$ cat src/rtl/alu_slice_sched_pkg.sv
// ----------------------------------------------------------------------------
// alu_slice_pkg
//   Shared definitions for the ALU slice scheduler: the sequencer state
//   encoding, the field layout of the 16-bit vector presented to the external
//   4-bit ALU slice, the layout of the 5-bit vector it returns, and a helper
//   that packs one pass worth of slice input.
//
//   Slice input layout (16 bits, unused bits are zero):
//     [3:0]   A nibble
//     [7:4]   B nibble
//     [8]     carry-in
//     [11:9]  opcode
//   Slice output layout (5 bits):
//     [3:0]   result nibble
//     [4]     carry-out
// ----------------------------------------------------------------------------
package alu_slice_pkg;

    typedef enum logic [1:0] {
        IDLE = 2'd0,
        RUN  = 2'd1,
        RESP = 2'd2
    } state_t;

    localparam int SLICE_W       = 16;
    localparam int SLICE_OPW     = 3;

    // Slice input field positions
    localparam int SLICE_A_LSB   = 0;
    localparam int SLICE_B_LSB   = 4;
    localparam int SLICE_CIN_BIT = 8;
    localparam int SLICE_OP_LSB  = 9;

    // Slice output field positions
    localparam int SLICE_NIB_LSB  = 0;
    localparam int SLICE_COUT_BIT = 4;

    function automatic logic [SLICE_W-1:0] slice_pack(
        input logic [SLICE_OPW-1:0] op,
        input logic [3:0]           a_nib,
        input logic [3:0]           b_nib,
        input logic                 cin
    );
        logic [SLICE_W-1:0] v;
        v                              = '0;
        v[SLICE_A_LSB  +: 4]           = a_nib;
        v[SLICE_B_LSB  +: 4]           = b_nib;
        v[SLICE_CIN_BIT]               = cin;
        v[SLICE_OP_LSB +: SLICE_OPW]   = op;
        return v;
    endfunction

endpackage

$ cat src/rtl/alu_slice_sched_if.sv
// ----------------------------------------------------------------------------
// alu_slice_sched_if
//   Request/response bundle of the ALU slice scheduler.
//     req0_* / req1_* : two valid/ready request channels (opcode, operands)
//     rsp_*           : valid/ready response channel tagged with requester id
//   Modports:
//     master : requesters and response consumer (drives requests, rsp_ready)
//     slave  : the scheduler (drives readies and the response)
// ----------------------------------------------------------------------------
interface alu_slice_sched_if #(
    parameter int NIBBLES = 4,
    parameter int OPW     = 3
);
    localparam int W = 4 * NIBBLES;

    logic           req0_valid;
    logic           req0_ready;
    logic [OPW-1:0] req0_op;
    logic [W-1:0]   req0_a;
    logic [W-1:0]   req0_b;

    logic           req1_valid;
    logic           req1_ready;
    logic [OPW-1:0] req1_op;
    logic [W-1:0]   req1_a;
    logic [W-1:0]   req1_b;

    logic           rsp_valid;
    logic           rsp_ready;
    logic           rsp_id;
    logic [W-1:0]   rsp_result;
    logic           rsp_cout;

    modport master (
        output req0_valid, req0_op, req0_a, req0_b,
        input  req0_ready,
        output req1_valid, req1_op, req1_a, req1_b,
        input  req1_ready,
        input  rsp_valid, rsp_id, rsp_result, rsp_cout,
        output rsp_ready
    );

    modport slave (
        input  req0_valid, req0_op, req0_a, req0_b,
        output req0_ready,
        input  req1_valid, req1_op, req1_a, req1_b,
        output req1_ready,
        output rsp_valid, rsp_id, rsp_result, rsp_cout,
        input  rsp_ready
    );

endinterface

$ cat src/rtl/alu_slice_sched_rr_arb.sv
// ----------------------------------------------------------------------------
// alu_slice_rr_arb
//   Two-way round-robin arbiter. Grants are combinational and only issued
//   while 'en' is high and to a requester that is asking. On a contested
//   cycle the requester that did not win last time is granted. rr_last
//   records the winner of every grant (a grant is always a handshake, since
//   it is only given to a valid requester).
//   Ports:
//     clk, rst_n  : clock, asynchronous active-low reset
//     en          : arbitration enabled (scheduler idle)
//     req0, req1  : request valids
//     gnt0, gnt1  : one-hot grants (at most one high)
// ----------------------------------------------------------------------------
module alu_slice_rr_arb (
    input  logic clk,
    input  logic rst_n,
    input  logic en,
    input  logic req0,
    input  logic req1,
    output logic gnt0,
    output logic gnt1
);

    logic rr_last_q;

    // With both requesting, rr_last=1 favours requester 0 and vice versa.
    assign gnt0 = en & req0 & (~req1 |  rr_last_q);
    assign gnt1 = en & req1 & (~req0 | ~rr_last_q);

    // NOTE: sequential state uses non-blocking assignments so every flop
    // samples the pre-edge values, independent of block ordering.
    always_ff @(posedge clk or negedge rst_n) begin
        if (!rst_n) begin
            rr_last_q <= 1'b1;
        end else if (gnt0 | gnt1) begin
            rr_last_q <= gnt1;
        end
    end

endmodule

$ cat src/rtl/alu_slice_sched.sv
// ----------------------------------------------------------------------------
// alu_slice_sched
//   Schedules W-bit operations from two requesters onto one external 4-bit
//   ALU slice. A round-robin winner is accepted in IDLE; its operation is then
//   streamed through the slice one nibble per cycle (LSB nibble first) with
//   the carry registered between passes; the assembled result and the final
//   carry are returned on a response channel tagged with the requester id.
//   Ports:
//     clk, rst_n : clock, asynchronous active-low reset
//     bus        : request/response channels (slave side)
//     slice_in   : packed slice input, zero outside RUN
//     slice_out  : slice result nibble [3:0] and carry-out [4]
//     busy       : operation in progress (RUN or RESP)
// ----------------------------------------------------------------------------
module alu_slice_sched
    import alu_slice_pkg::*;
#(
    parameter int NIBBLES = 4,
    parameter int OPW     = 3
) (
    input  logic                clk,
    input  logic                rst_n,
    alu_slice_sched_if.slave    bus,
    output logic [SLICE_W-1:0]  slice_in,
    input  logic [4:0]          slice_out,
    output logic                busy
);

    localparam int W    = 4 * NIBBLES;
    localparam int IDXW = (NIBBLES > 1) ? $clog2(NIBBLES) : 1;
    localparam logic [IDXW-1:0] LAST_IDX = IDXW'(NIBBLES - 1);

    state_t          state_q, state_d;
    logic [OPW-1:0]  op_q;
    logic [W-1:0]    a_q;
    logic [W-1:0]    b_q;
    logic            id_q;
    logic            carry_q;
    logic [W-1:0]    result_q;
    logic [IDXW-1:0] nib_idx_q;

    logic gnt0, gnt1;
    logic accept;
    logic last_pass;

    // ------------------------------------------------------------------
    // Arbitration: only open while idle, so nothing is accepted in RUN or
    // RESP, including the cycle in which the response is taken.
    // ------------------------------------------------------------------
    alu_slice_rr_arb u_arb (
        .clk   (clk),
        .rst_n (rst_n),
        .en    (state_q == IDLE),
        .req0  (bus.req0_valid),
        .req1  (bus.req1_valid),
        .gnt0  (gnt0),
        .gnt1  (gnt1)
    );

    assign bus.req0_ready = gnt0;
    assign bus.req1_ready = gnt1;
    assign accept         = gnt0 | gnt1;
    assign last_pass      = (nib_idx_q == LAST_IDX);

    // ------------------------------------------------------------------
    // Sequencer FSM
    // ------------------------------------------------------------------
    always_ff @(posedge clk or negedge rst_n) begin
        if (!rst_n) begin
            state_q <= IDLE;
        end else begin
            state_q <= state_d;
        end
    end

    // NOTE: state_d is given its default before the case so every path
    // assigns it and no latch is inferred.
    always_comb begin
        state_d = state_q;
        unique case (state_q)
            IDLE: if (accept)        state_d = RUN;
            RUN:  if (last_pass)     state_d = RESP;
            RESP: if (bus.rsp_ready) state_d = IDLE;
            default:                 state_d = IDLE;
        endcase
    end

    // ------------------------------------------------------------------
    // Operand capture and per-pass accumulation
    // ------------------------------------------------------------------
    // NOTE: the datapath registers are reset too, so the response outputs
    // and slice_in read as zero straight out of reset.
    always_ff @(posedge clk or negedge rst_n) begin
        if (!rst_n) begin
            op_q      <= '0;
            a_q       <= '0;
            b_q       <= '0;
            id_q      <= 1'b0;
            carry_q   <= 1'b0;
            result_q  <= '0;
            nib_idx_q <= '0;
        end else begin
            unique case (state_q)
                IDLE: begin
                    if (accept) begin
                        op_q      <= gnt1 ? bus.req1_op : bus.req0_op;
                        a_q       <= gnt1 ? bus.req1_a  : bus.req0_a;
                        b_q       <= gnt1 ? bus.req1_b  : bus.req0_b;
                        id_q      <= gnt1;
                        carry_q   <= 1'b0;
                        nib_idx_q <= '0;
                    end
                end
                RUN: begin
                    result_q[4*nib_idx_q +: 4] <= slice_out[SLICE_NIB_LSB +: 4];
                    carry_q                    <= slice_out[SLICE_COUT_BIT];
                    // Explicit wrap keeps the index in range for any NIBBLES.
                    nib_idx_q <= last_pass ? '0 : nib_idx_q + 1'b1;
                end
                default: ;
            endcase
        end
    end

    // ------------------------------------------------------------------
    // Outputs
    // ------------------------------------------------------------------
    assign slice_in = (state_q == RUN)
                    ? slice_pack(SLICE_OPW'(op_q),
                                 a_q[4*nib_idx_q +: 4],
                                 b_q[4*nib_idx_q +: 4],
                                 carry_q)
                    : '0;

    assign bus.rsp_valid  = (state_q == RESP);
    assign bus.rsp_id     = id_q;
    assign bus.rsp_result = result_q;
    assign bus.rsp_cout   = carry_q;
    assign busy           = (state_q != IDLE);

endmodule

$ cat src/flat_wrapper.sv
// flat-port wrapper written by rule: the top's interface ports become plain ports
module alu_slice_sched_flat import alu_slice_pkg::*;
#(
    parameter int NIBBLES = 4,
    parameter int OPW     = 3
)
  (clk, rst_n, slice_in, slice_out, busy, bus_req0_valid, bus_req0_op, bus_req0_a, bus_req0_b, bus_req0_ready, bus_req1_valid, bus_req1_op, bus_req1_a, bus_req1_b, bus_req1_ready, bus_rsp_valid, bus_rsp_id, bus_rsp_result, bus_rsp_cout, bus_rsp_ready);
  alu_slice_sched_if #(.NIBBLES(NIBBLES), .OPW(OPW)) bus_i ();
  input  logic clk;
  input  logic rst_n;
  output logic [SLICE_W-1:0] slice_in;
  input  logic [4:0] slice_out;
  output logic busy;
  input wire logic [$bits(bus_i.req0_valid)-1:0] bus_req0_valid;
  input wire logic [$bits(bus_i.req0_op)-1:0] bus_req0_op;
  input wire logic [$bits(bus_i.req0_a)-1:0] bus_req0_a;
  input wire logic [$bits(bus_i.req0_b)-1:0] bus_req0_b;
  output wire logic [$bits(bus_i.req0_ready)-1:0] bus_req0_ready;
  input wire logic [$bits(bus_i.req1_valid)-1:0] bus_req1_valid;
  input wire logic [$bits(bus_i.req1_op)-1:0] bus_req1_op;
  input wire logic [$bits(bus_i.req1_a)-1:0] bus_req1_a;
  input wire logic [$bits(bus_i.req1_b)-1:0] bus_req1_b;
  output wire logic [$bits(bus_i.req1_ready)-1:0] bus_req1_ready;
  output wire logic [$bits(bus_i.rsp_valid)-1:0] bus_rsp_valid;
  output wire logic [$bits(bus_i.rsp_id)-1:0] bus_rsp_id;
  output wire logic [$bits(bus_i.rsp_result)-1:0] bus_rsp_result;
  output wire logic [$bits(bus_i.rsp_cout)-1:0] bus_rsp_cout;
  input wire logic [$bits(bus_i.rsp_ready)-1:0] bus_rsp_ready;
  assign bus_i.req0_valid = bus_req0_valid;
  assign bus_i.req0_op = bus_req0_op;
  assign bus_i.req0_a = bus_req0_a;
  assign bus_i.req0_b = bus_req0_b;
  assign bus_req0_ready = bus_i.req0_ready;
  assign bus_i.req1_valid = bus_req1_valid;
  assign bus_i.req1_op = bus_req1_op;
  assign bus_i.req1_a = bus_req1_a;
  assign bus_i.req1_b = bus_req1_b;
  assign bus_req1_ready = bus_i.req1_ready;
  assign bus_rsp_valid = bus_i.rsp_valid;
  assign bus_rsp_id = bus_i.rsp_id;
  assign bus_rsp_result = bus_i.rsp_result;
  assign bus_rsp_cout = bus_i.rsp_cout;
  assign bus_i.rsp_ready = bus_rsp_ready;
  alu_slice_sched #(.NIBBLES(NIBBLES), .OPW(OPW)) u_core (.clk(clk), .rst_n(rst_n), .bus(bus_i), .slice_in(slice_in), .slice_out(slice_out), .busy(busy));
endmodule
$ cat config.mk
export PLATFORM = sky130hd
export DESIGN_NAME = alu_slice_sched_flat
export DESIGN_NICKNAME = d
export VERILOG_FILES = /design/src/rtl/alu_slice_sched_pkg.sv /design/src/rtl/alu_slice_sched_if.sv /design/src/rtl/alu_slice_sched_rr_arb.sv /design/src/rtl/alu_slice_sched.sv /design/src/flat_wrapper.sv
export SDC_FILE = /design/constraint.sdc
export NUM_CORES = 1
export LEC_CHECK = 0
export CAP_MARGIN = 20
export CORE_MARGIN = 4
export CORE_UTILIZATION = 30
export CTS_BUF_LIST = sky130_fd_sc_hd__clkbuf_16
export DETAILED_ROUTE_END_ITERATION = 12
export SYNTH_ARGS = -nofsm -noshare
export SYNTH_HDL_FRONTEND = slang
export SYNTH_SLANG_ARGS = --single-unit
$ cat constraint.sdc
create_clock -name clk -period 1.7 [get_ports clk]
set_input_delay 0.51 -clock clk [delete_from_list [all_inputs] [get_ports clk]]
set_output_delay 0.51 -clock clk [all_outputs]
set_load 0.01 [all_outputs]
# Word-level counts from Yosys, hierarchy flattened
# Index checks and enable logic that the tools add are counted.
word_totals:
  regBits: 58
  input_bits: 80
op_classes:
  add_sub_neg: 2
  n_eq_ne: 6
  n_shift: 4
  mux: 14
  bitwise: 10
  n_reduce_logical: 6
ops:
  columns: ["cell", "n"]
  rows:
  - ["negation 4 -> 34 bit", 1]
  - ["variable shift 4 x 34 -> 16 bit (first input constant)", 1]
  - ["indexed part select 4 x 34 -> 16 bit", 1]
  - ["two-way mux 16 bit", 2]
  - ["indexed part select 16 x 5 -> 4 bit", 2]
  - ["bitwise mux 16 bit", 1]
  - ["two-way mux 12 bit", 1]
  - ["two-way mux 2 bit", 5]
  - ["inequality test 2 x 1 -> 1 bit (second input constant)", 3]
  - ["case mux 2 bit (3 select lines)", 1]
  - ["bitwise AND 1 bit", 4]
  - ["equality test 2 bit (second input constant)", 2]
  - ["case mux 2 bit (2 select lines)", 1]
  - ["AND reduction 2 bit", 2]
  - ["nonzero test 2 bit", 2]
  - ["two-way mux 3 bit", 1]
  - ["inverter 1 bit", 3]
  - ["OR 1 bit", 3]
  - ["AND reduction 3 bit", 1]
  - ["adder 2 x 1 -> 2 bit (second input constant)", 1]
  - ["equality test 2 x 1 -> 1 bit (second input constant)", 1]
  - ["logical NOT 2 bit", 1]
  - ["case mux 1 bit (2 select lines)", 1]
  - ["two-way mux 1 bit", 1]

# Longest topological paths before layout
# Gate-level depths: netlist of the first run.
logic_depth:
  ltp_word: 6
  depth_mapped: 7
  mapped_depth_nobuf: 5

# By module
# Synthesis of the first run repeated with hierarchy kept, for this count alone.
unflattened:
  hier_cells: 247
  hier_area_um2: 3115.5
modules_own_cells:
  columns: ["module", "instances", "cells_per_inst", "area_each_um2", "seq_area_each_um2"]
  rows:
  - ["alu_slice_sched", 1, 239, 3052.9, 1426.4]
  - ["alu_slice_rr_arb", 1, 8, 62.6, 26.3]

# Worst setup path before layout of the first run
# OpenSTA, ideal clock, no wires.
synth_path:
  path_kind: "register to output"
  start: "register u_core.nib_idx_q[0]"
  end: "output port slice_in[5]"
  arrival_ns: 1.359
  required_time_ns: 1.190
  path_slack_ns: -0.169
  stages_incl_launch_ff: 5
  n_path_buf: 2
  cell_sequence: "dfrtp_1 buf_4 buf_6 mux4_2 and2_1"
synth_between:
  elab_chain_cells: 2
synth_lines:
  columns: ["element", "line_no", "text"]
  rows:
  - ["start, declared", "alu_slice_sched.sv:40", "logic [IDXW-1:0] nib_idx_q;"]
  - ["start signal, assigned", "alu_slice_sched.sv:118", "nib_idx_q <= last_pass ? '0 : nib_idx_q + 1'b1;"]
  - ["indexed part select 16 x 5 -> 4 bit", "alu_slice_sched.sv:131", "b_q[4*nib_idx_q +: 4],"]
  - ["two-way mux 12 bit", "alu_slice_sched.sv:129", "? slice_pack(SLICE_OPW'(op_q),"]
  - ["end, declared", "flat_wrapper.sv:11", "output logic [SLICE_W-1:0] slice_in;"]
# Every way passes these cells.

# Final worst setup path of the first run
layout_path:
  start: "register u_core.nib_idx_q[0]"
  end: "output port slice_in[3]"
layout_between:
  elab_chain_cells: 2
layout_lines:
  columns: ["element", "line_no", "text"]
  rows:
  - ["indexed part select 16 x 5 -> 4 bit", "alu_slice_sched.sv:130", "a_q[4*nib_idx_q +: 4],"]
  - ["two-way mux 12 bit", "alu_slice_sched.sv:129", null]
# Every way passes these cells.

==> results of run 1 <==
==> kinds of logic (layout without fill, tap and decap cells) <==
logic type,count (synthesis),count (layout),share of synthesized area [%]
compound gates,92,92,25.70
simple gates,83,83,13.57
buf+inv,68,220,9.520
flops,58,58,43.18
mux,9,9,5.690
fa+ha+maj,6,6,2.231
other cells,1,4,0.1115
==> power by group <==
part	total (uW)	leakage [uW]	switching, uW	internal, uW
Sequential	2440	0.000721	366	2070
Clock	1720	0.000140	602	1110
Combinational	5960	0.00155	2640	3330
Total	10100	0.00241	3600	6510
==> per-stage QoR <==
stage | hold slack [ns] | TNS [ns]
finish | 0.1908 | -5.142
global route | 0.2179 | -6.368
CTS | 0.2038 | -5.084
detailed placement | 0.4706 | -26.46
global placement | 0.4628 | -25.91
floorplan | 0.2144 | -0.8376
==> metal layers <==
metal,GRT usage [%],part of all wire [%]
met1,20.63,45
met2,26.38,49
met3,3.448,4.8
met4,4.988,1.3
met5,0,0
==> critical path, delay by kind of cell (launching register included) <==
kind                   cells  cell delay (ns)
buffers and inverters      3             0.35
flip-flops                 1             0.36
multiplexers               1             0.48
AND/OR/NAND/NOR            1             0.15
==> state kept, by name, indices dropped and copies added (netlist names) <==
name,cells
u_core.op_q,3
u_core.bus.rsp_result,16
u_core.bus.rsp_id,1
u_core.nib_idx_q,2
u_core.bus.rsp_cout,1
u_core.b_q,16
u_core.state_q,2
u_core.a_q,16
u_core.u_arb.rr_last_q,1
==> cell type report <==
class | instances | area, sq um | area share, %
clock inverters | 7 | 60.06 | 1.091
repair buffers | 165 | 1678 | 30.49
well taps | 140 | 175.2 | 3.183
inverters | 39 | 158.9 | 2.888
multi-input cells | 194 | 1752 | 31.83
flip-flops and latches | 58 | 1454 | 26.42
clock buffers | 9 | 225.2 | 4.093
==> synth_stat cells (7+ instances only) <==
master and number:
sky130_fd_sc_hd__dfrtp_1 57, sky130_fd_sc_hd__o21ai_0 40, sky130_fd_sc_hd__inv_1 38, sky130_fd_sc_hd__nand3_1 35, sky130_fd_sc_hd__o311ai_2 29, sky130_fd_sc_hd__nand2_1 14, sky130_fd_sc_hd__a22o_1 13, sky130_fd_sc_hd__and2_1 13
sky130_fd_sc_hd__clkbuf_1 11, sky130_fd_sc_hd__mux4_2 8, sky130_fd_sc_hd__buf_2 7, sky130_fd_sc_hd__buf_4 7
==> repair_timing <==
item / in CTS / in global routing
gates resized for setup: 139 / 27
hold buffers: 0 / 0
cloned: 0 / 1
setup buffers: 19 / 9
pin swaps: 21 / 11
endpoints found under the setup margin: 85 / 67
==> how the worst max path moves through the flow <==
stage | startpoint | endpoint | slack, ns | depth (start not counted)
2_1_floorplan | u_core.nib_idx_q[0] | slice_in[5] | -0.14 | 4
3_3_place_gp | bus_req1_valid | bus_req1_ready | -0.77 | 4
3_5_place_dp | bus_req1_valid | bus_req1_ready | -0.75 | 4
4_1_cts | u_core.nib_idx_q[0] | slice_in[3] | -0.49 | 5
5_1_grt | u_core.nib_idx_q[0] | slice_in[6] | -0.54 | 5
6_report | u_core.nib_idx_q[0] | slice_in[3] | -0.48 | 5
==> summary.txt, run 1 <==
Delay contributed by the slowest stage of the critical path = 0.48 ns
Buffers from clock root to sink, at most = 2
Number of ports placed on the die boundary = 118
Commonest non-fill, non-tap cell in the layout = sky130_fd_sc_hd__clkdlybuf4s50_1
Initial DRT Pass Iterations = 4
Critical path's most frequent cell = sky130_fd_sc_hd__buf_12
Leakage power figure = 0.002410 uW
Synthesized area per cell = 10.61 sq um
Type of the tightest min-delay check = input port to asynchronous set/reset pin
Number of cells on the worst reg-to-reg path = 9
Leading cell types in the layout, fill and taps excluded = 76 x sky130_fd_sc_hd__clkdlybuf4s50_1, 56 x sky130_fd_sc_hd__dfrtp_1, 36 x sky130_fd_sc_hd__inv_1
Global-route wire length before repair = 16.37 mm
Die Area = 12970 sq um
Synth unique cells = 34
Starting Density = 30.90%
Endpoint kind of the worst setup timing path = output port
Fraction of post-synthesis cell area in the top cell type by area = 42.39%
Min cycle time layout = 2.180 ns
Number of maximum-capacitance constraint violations = 0
Clock buffer count from CTS = 9
Most used DFF post-synth = sky130_fd_sc_hd__dfrtp_1
CTS Root Cell = sky130_fd_sc_hd__clkbuf_16
Number of enable flip-flop cells after synthesis = 0
Number of H-tree levels = 3
DP HPWL = 7.013 mm
Insertion delay to the later sink of the worst-skew pair = 0.32 ns
Die Wd = 113.9 um
Starting DRC count in detailed routing = 113
Number of hold violations in the final report = 0
Setup WS pre-CTS = -0.7456 ns
Worst reg2reg endpoint = u_core.bus.rsp_result[1]
Cell with the biggest individual delay on the critical path = sky130_fd_sc_hd__mux4_2
Aggregate global-route resource usage = 15.85%
FF-to-FF setup slack = 0.03 ns
Total DRC errors in the routed layout = 0
Ys Warns = 0
Result of the run = finished with violations
Startpoint types = flip-flop
Routed length per instance = 16.62 um
CTS clk-pin slew, worst paths = 0.05 ns
ANT cells = 0
Ranking of synthesized cells by area = sky130_fd_sc_hd__dfrtp_1 42%, sky130_fd_sc_hd__o311ai_2 14%, sky130_fd_sc_hd__o21ai_0 6.0%, sky130_fd_sc_hd__mux4_2 5.4%, sky130_fd_sc_hd__nand3_1 5.2%
Sequential cell area fraction in the yosys report = 43.18%
Clock sink total = 58
Number of cells produced by synthesis = 317
Cell Count Post-Placement = 575
Routability cong. = 0.7954
Number of buffers added on ports = 113
Number of antenna violations at the first check in global routing = 0
Proportion of layout cells with a drive suffix above 1 = 32.84%
Count of vias placed by the detailed router = 3033
Placed Instance Area = 4841 sq um
Number of global-route vias before repair = 3198
Number of max-slew violations in the final report = 0
Overall power of the completed layout = 10120 uW
Net count reported at finish = 553
Post-Route Skew = 0.005157 ns
Largest net degree at the start of global routing = 59
Unrepaired setup endpoints after global routing = yes
Cell accounting for the most synthesized area = sky130_fd_sc_hd__dfrtp_1
Fillers = 1011
Final non-filler cell total = 612
Post-route fraction of the period consumed by the critical path = 128.2%
RR Startpoint = u_core.nib_idx_q[0]
Critical path cell sequence = buf_12 -> buf_12 -> mux4_2 -> and2_4 -> buf_6
P per Cell Area = 1839 nW/um^2
WL final = 10.17 mm
Setup violators final = 16
Number of nets still failing antenna checks after routing = 0
Synth-to-Final Area Change = 63.56%
Peak supply drop = 0.6837 mV
Register bit total from synthesis = 58
Min setup slack post-route = -0.4796 ns
Final global-route overflow total = 0
Violated checks = negative setup slack
Clock tree from TritonCTS = done
Maximum frequency from static timing analysis = 0.4588 GHz
Floorplan die height = 113.9 um
Highest net fanout along the worst path = 5
Worst path arrival time = 1.67 ns
Async SR Flop Fraction = 100.0%
Layout Utilization = 50.54%
Final standard cell area without fillers = 5503 sq um
Endpoint required time on the critical path = 1.19 ns
CP Class = flip-flop to output port
Core outline area = 10890 sq um
Area of the mapped netlist = 3364 sq um
Count of standard-cell rows = 38
Vias per cell = 4.956
Note: power is estimated with default switching activity, not from simulation.
==> run 2: changes to the inputs <==
--- a/config.mk
+++ b/config.mk
@@ -5,7 +5,7 @@
 export SDC_FILE = /design/constraint.sdc
 export NUM_CORES = 1
 export LEC_CHECK = 0
-export CAP_MARGIN = 20
+export CAP_MARGIN = 40
 export CORE_MARGIN = 4
 export CORE_UTILIZATION = 30
 export CTS_BUF_LIST = sky130_fd_sc_hd__clkbuf_16
==> results of run 2 <==
No change in the layout: final DEF, timing and power equal those of run 1.
==> run 3: changes to the inputs <==
==> constraint.sdc (replaced) <==
create_clock -name clk -period 2.45 [get_ports clk]
set_input_delay 0.735 -clock clk [delete_from_list [all_inputs] [get_ports clk]]
set_output_delay 0.735 -clock clk [all_outputs]
set_load 0.01 [all_outputs]
==> summary.txt, run 3 (same netlist as run 1, synthesis figures left out) <==
DP HPWL = 6.906 mm
ANT cells = 0
P per Cell Area = 1216 nW/um^2
Peak supply drop = 0.4295 mV
WL final = 9.440 mm
Clock buffer count from CTS = 9
Clock sink total = 58
Slew Limit Headroom = 63.92%
Die Area = 12970 sq um
Post-route fraction of the period consumed by the critical path = 98.37%
Number of max-slew violations in the final report = 0
Number of antenna violations at the first check in global routing = 0
Starting DRC count in detailed routing = 143
Aggregate global-route resource usage = 15.23%
Die Wd = 113.9 um
Placed Instance Area = 4703 sq um
Worst path arrival time = 1.67 ns
Highest net fanout along the worst path = 4
Global-route wire length before repair = 15.64 mm
Starting Density = 30.90%
CTS clk-pin slew, worst paths = 0.05 ns
Insertion delay to the later sink of the worst-skew pair = 0.32 ns
Number of nets still failing antenna checks after routing = 0
Hold_buf cts = 0
CTS Root Cell = sky130_fd_sc_hd__clkbuf_16
Startpoint types = flip-flop
Net count reported at finish = 526
Endpoint kind of the worst setup timing path = output port
Leading cell types in the layout, fill and taps excluded = 96 x sky130_fd_sc_hd__clkdlybuf4s50_1, 55 x sky130_fd_sc_hd__dfrtp_1, 40 x sky130_fd_sc_hd__inv_1, 40 x sky130_fd_sc_hd__o21ai_0, 35 x sky130_fd_sc_hd__nand3_1
Count of vias placed by the detailed router = 2887
Proportion of layout cells with a drive suffix above 1 = 22.92%
Slew of the pin with the lowest slew margin = 0.5412 ns
Vias per cell = 4.935
Largest net degree at the start of global routing = 59
Min cycle time layout = 2.410 ns
Min setup slack post-route = 0.04001 ns
Count of standard-cell rows = 38
Setup violators final = 0
Result of the run = finished, final reports clean
Number of global-route vias before repair = 3026
Fillers = 1054
Final standard cell area without fillers = 5039 sq um
Endpoint required time on the critical path = 1.71 ns
Synth-to-Final Area Change = 49.76%
Routed length per instance = 16.14 um
Clock tree from TritonCTS = done
Leakage power figure = 0.002131 uW
Layout Utilization = 46.28%
Maximum frequency from static timing analysis = 0.4149 GHz
Number of hold violations in the final report = 0
Number of cells on the worst reg-to-reg path = 8
Final global-route overflow total = 0
Setup WS pre-CTS = -0.4872 ns
Number of H-tree levels = 3
Type of the tightest min-delay check = input port to asynchronous set/reset pin
Commonest non-fill, non-tap cell in the layout = sky130_fd_sc_hd__clkdlybuf4s50_1
CP Class = flip-flop to output port
Number of maximum-capacitance constraint violations = 0
Core outline area = 10890 sq um
Floorplan die height = 113.9 um
Number of buffers added on ports = 113
Total DRC errors in the routed layout = 0
Unrepaired setup endpoints after global routing = yes
Routability cong. = 0.7372
Post-Route Skew = 0.006815 ns
Initial DRT Pass Iterations = 4
Number of ports placed on the die boundary = 118
Buffers from clock root to sink, at most = 2
-- run 3: cell count changes in the layout (fill, tap and decap cells not counted), sizes merged --
cell / previous run / this run
buf: 68 / 34
clkdlybuf4s50: 76 / 96
dlygate4sd2: 20 / 7
inv: 39 / 41
clkbuf: 10 / 9
clkdlybuf4s15: 0 / 1
clkinv: 5 / 4
clkinvlp: 1 / 0
-- run 3: metrics by stage --
step                      power, uW  cells  hold slack, ns  TNS (ns)
after CTS                      6145    586          0.4210         0
after floorplan                3620    320          0.4394         0
after detailed placement       4973    563          0.4879    -1.767
after global placement         4908    563          0.4835    -1.037
final                          6129    585          0.4049         0
after global routing           6606    585          0.4243   -0.2883
-- run 3: metal layers --
metal	track usage, %	part of all wire (%)	wire [um]	vias to the layer above
met2	24.89	49	4616	84
met4	4.038	0.90	85	0
met1	20.44	45	4267	1409
li1	-	-	-	1390
met3	3.501	5.0	470	4
met5	0	0	0	-
-- run 3: area by class of cell --
type | instances | area, sq um | share of cell area [%]
Clock buffer | 9 | 225.2 | 4.470
Tap cell | 140 | 175.2 | 3.477
Inverter | 39 | 146.4 | 2.905
Clock inverter | 7 | 53.80 | 1.068
Multi-Input combinational cell | 194 | 1642 | 32.58
Timing Repair Buffer | 138 | 1341 | 26.62
Sequential cell | 58 | 1455 | 28.88
-- run 3: worst paths after layout --
path                                      startpoint                         to  slack (ns)
setup / recovery                 u_core.nib_idx_q[0]                slice_in[4]        0.04
hold / removal                                 rst_n             u_core.op_q[0]        0.40
setup reg to reg                 u_core.nib_idx_q[0]   u_core.bus.rsp_result[0]        0.43
hold reg to reg            u_core.bus.rsp_result[10]  u_core.bus.rsp_result[10]        0.50
max in group asynchronous                      rst_n        u_core.nib_idx_q[1]        1.75
min in group clk           u_core.bus.rsp_result[10]  u_core.bus.rsp_result[10]        0.50
-- run 3: repair_timing --
item / in CTS / in global routing
pin swaps: 1 / 4
setup endpoints to repair: 14 / 9
resized for setup: 52 / 8
setup buffers: 7 / 0
-- run 3: critical path, cell delays in order, from the launching register on --
cell	delay [ns]
sky130_fd_sc_hd__dfrtp_1	0.37
sky130_fd_sc_hd__buf_6	0.12
sky130_fd_sc_hd__buf_6	0.11
sky130_fd_sc_hd__mux4_2	0.49
sky130_fd_sc_hd__and2_4	0.16
sky130_fd_sc_hd__buf_6	0.11
-- run 3: report_power, final --
group | leakage, uW | total, uW | internal, uW | switching [uW]
sequential | 0.000720 | 1720 | 1440 | 283
clock | 0.000144 | 1170 | 765 | 401
combinational | 0.00127 | 3240 | 1700 | 1540
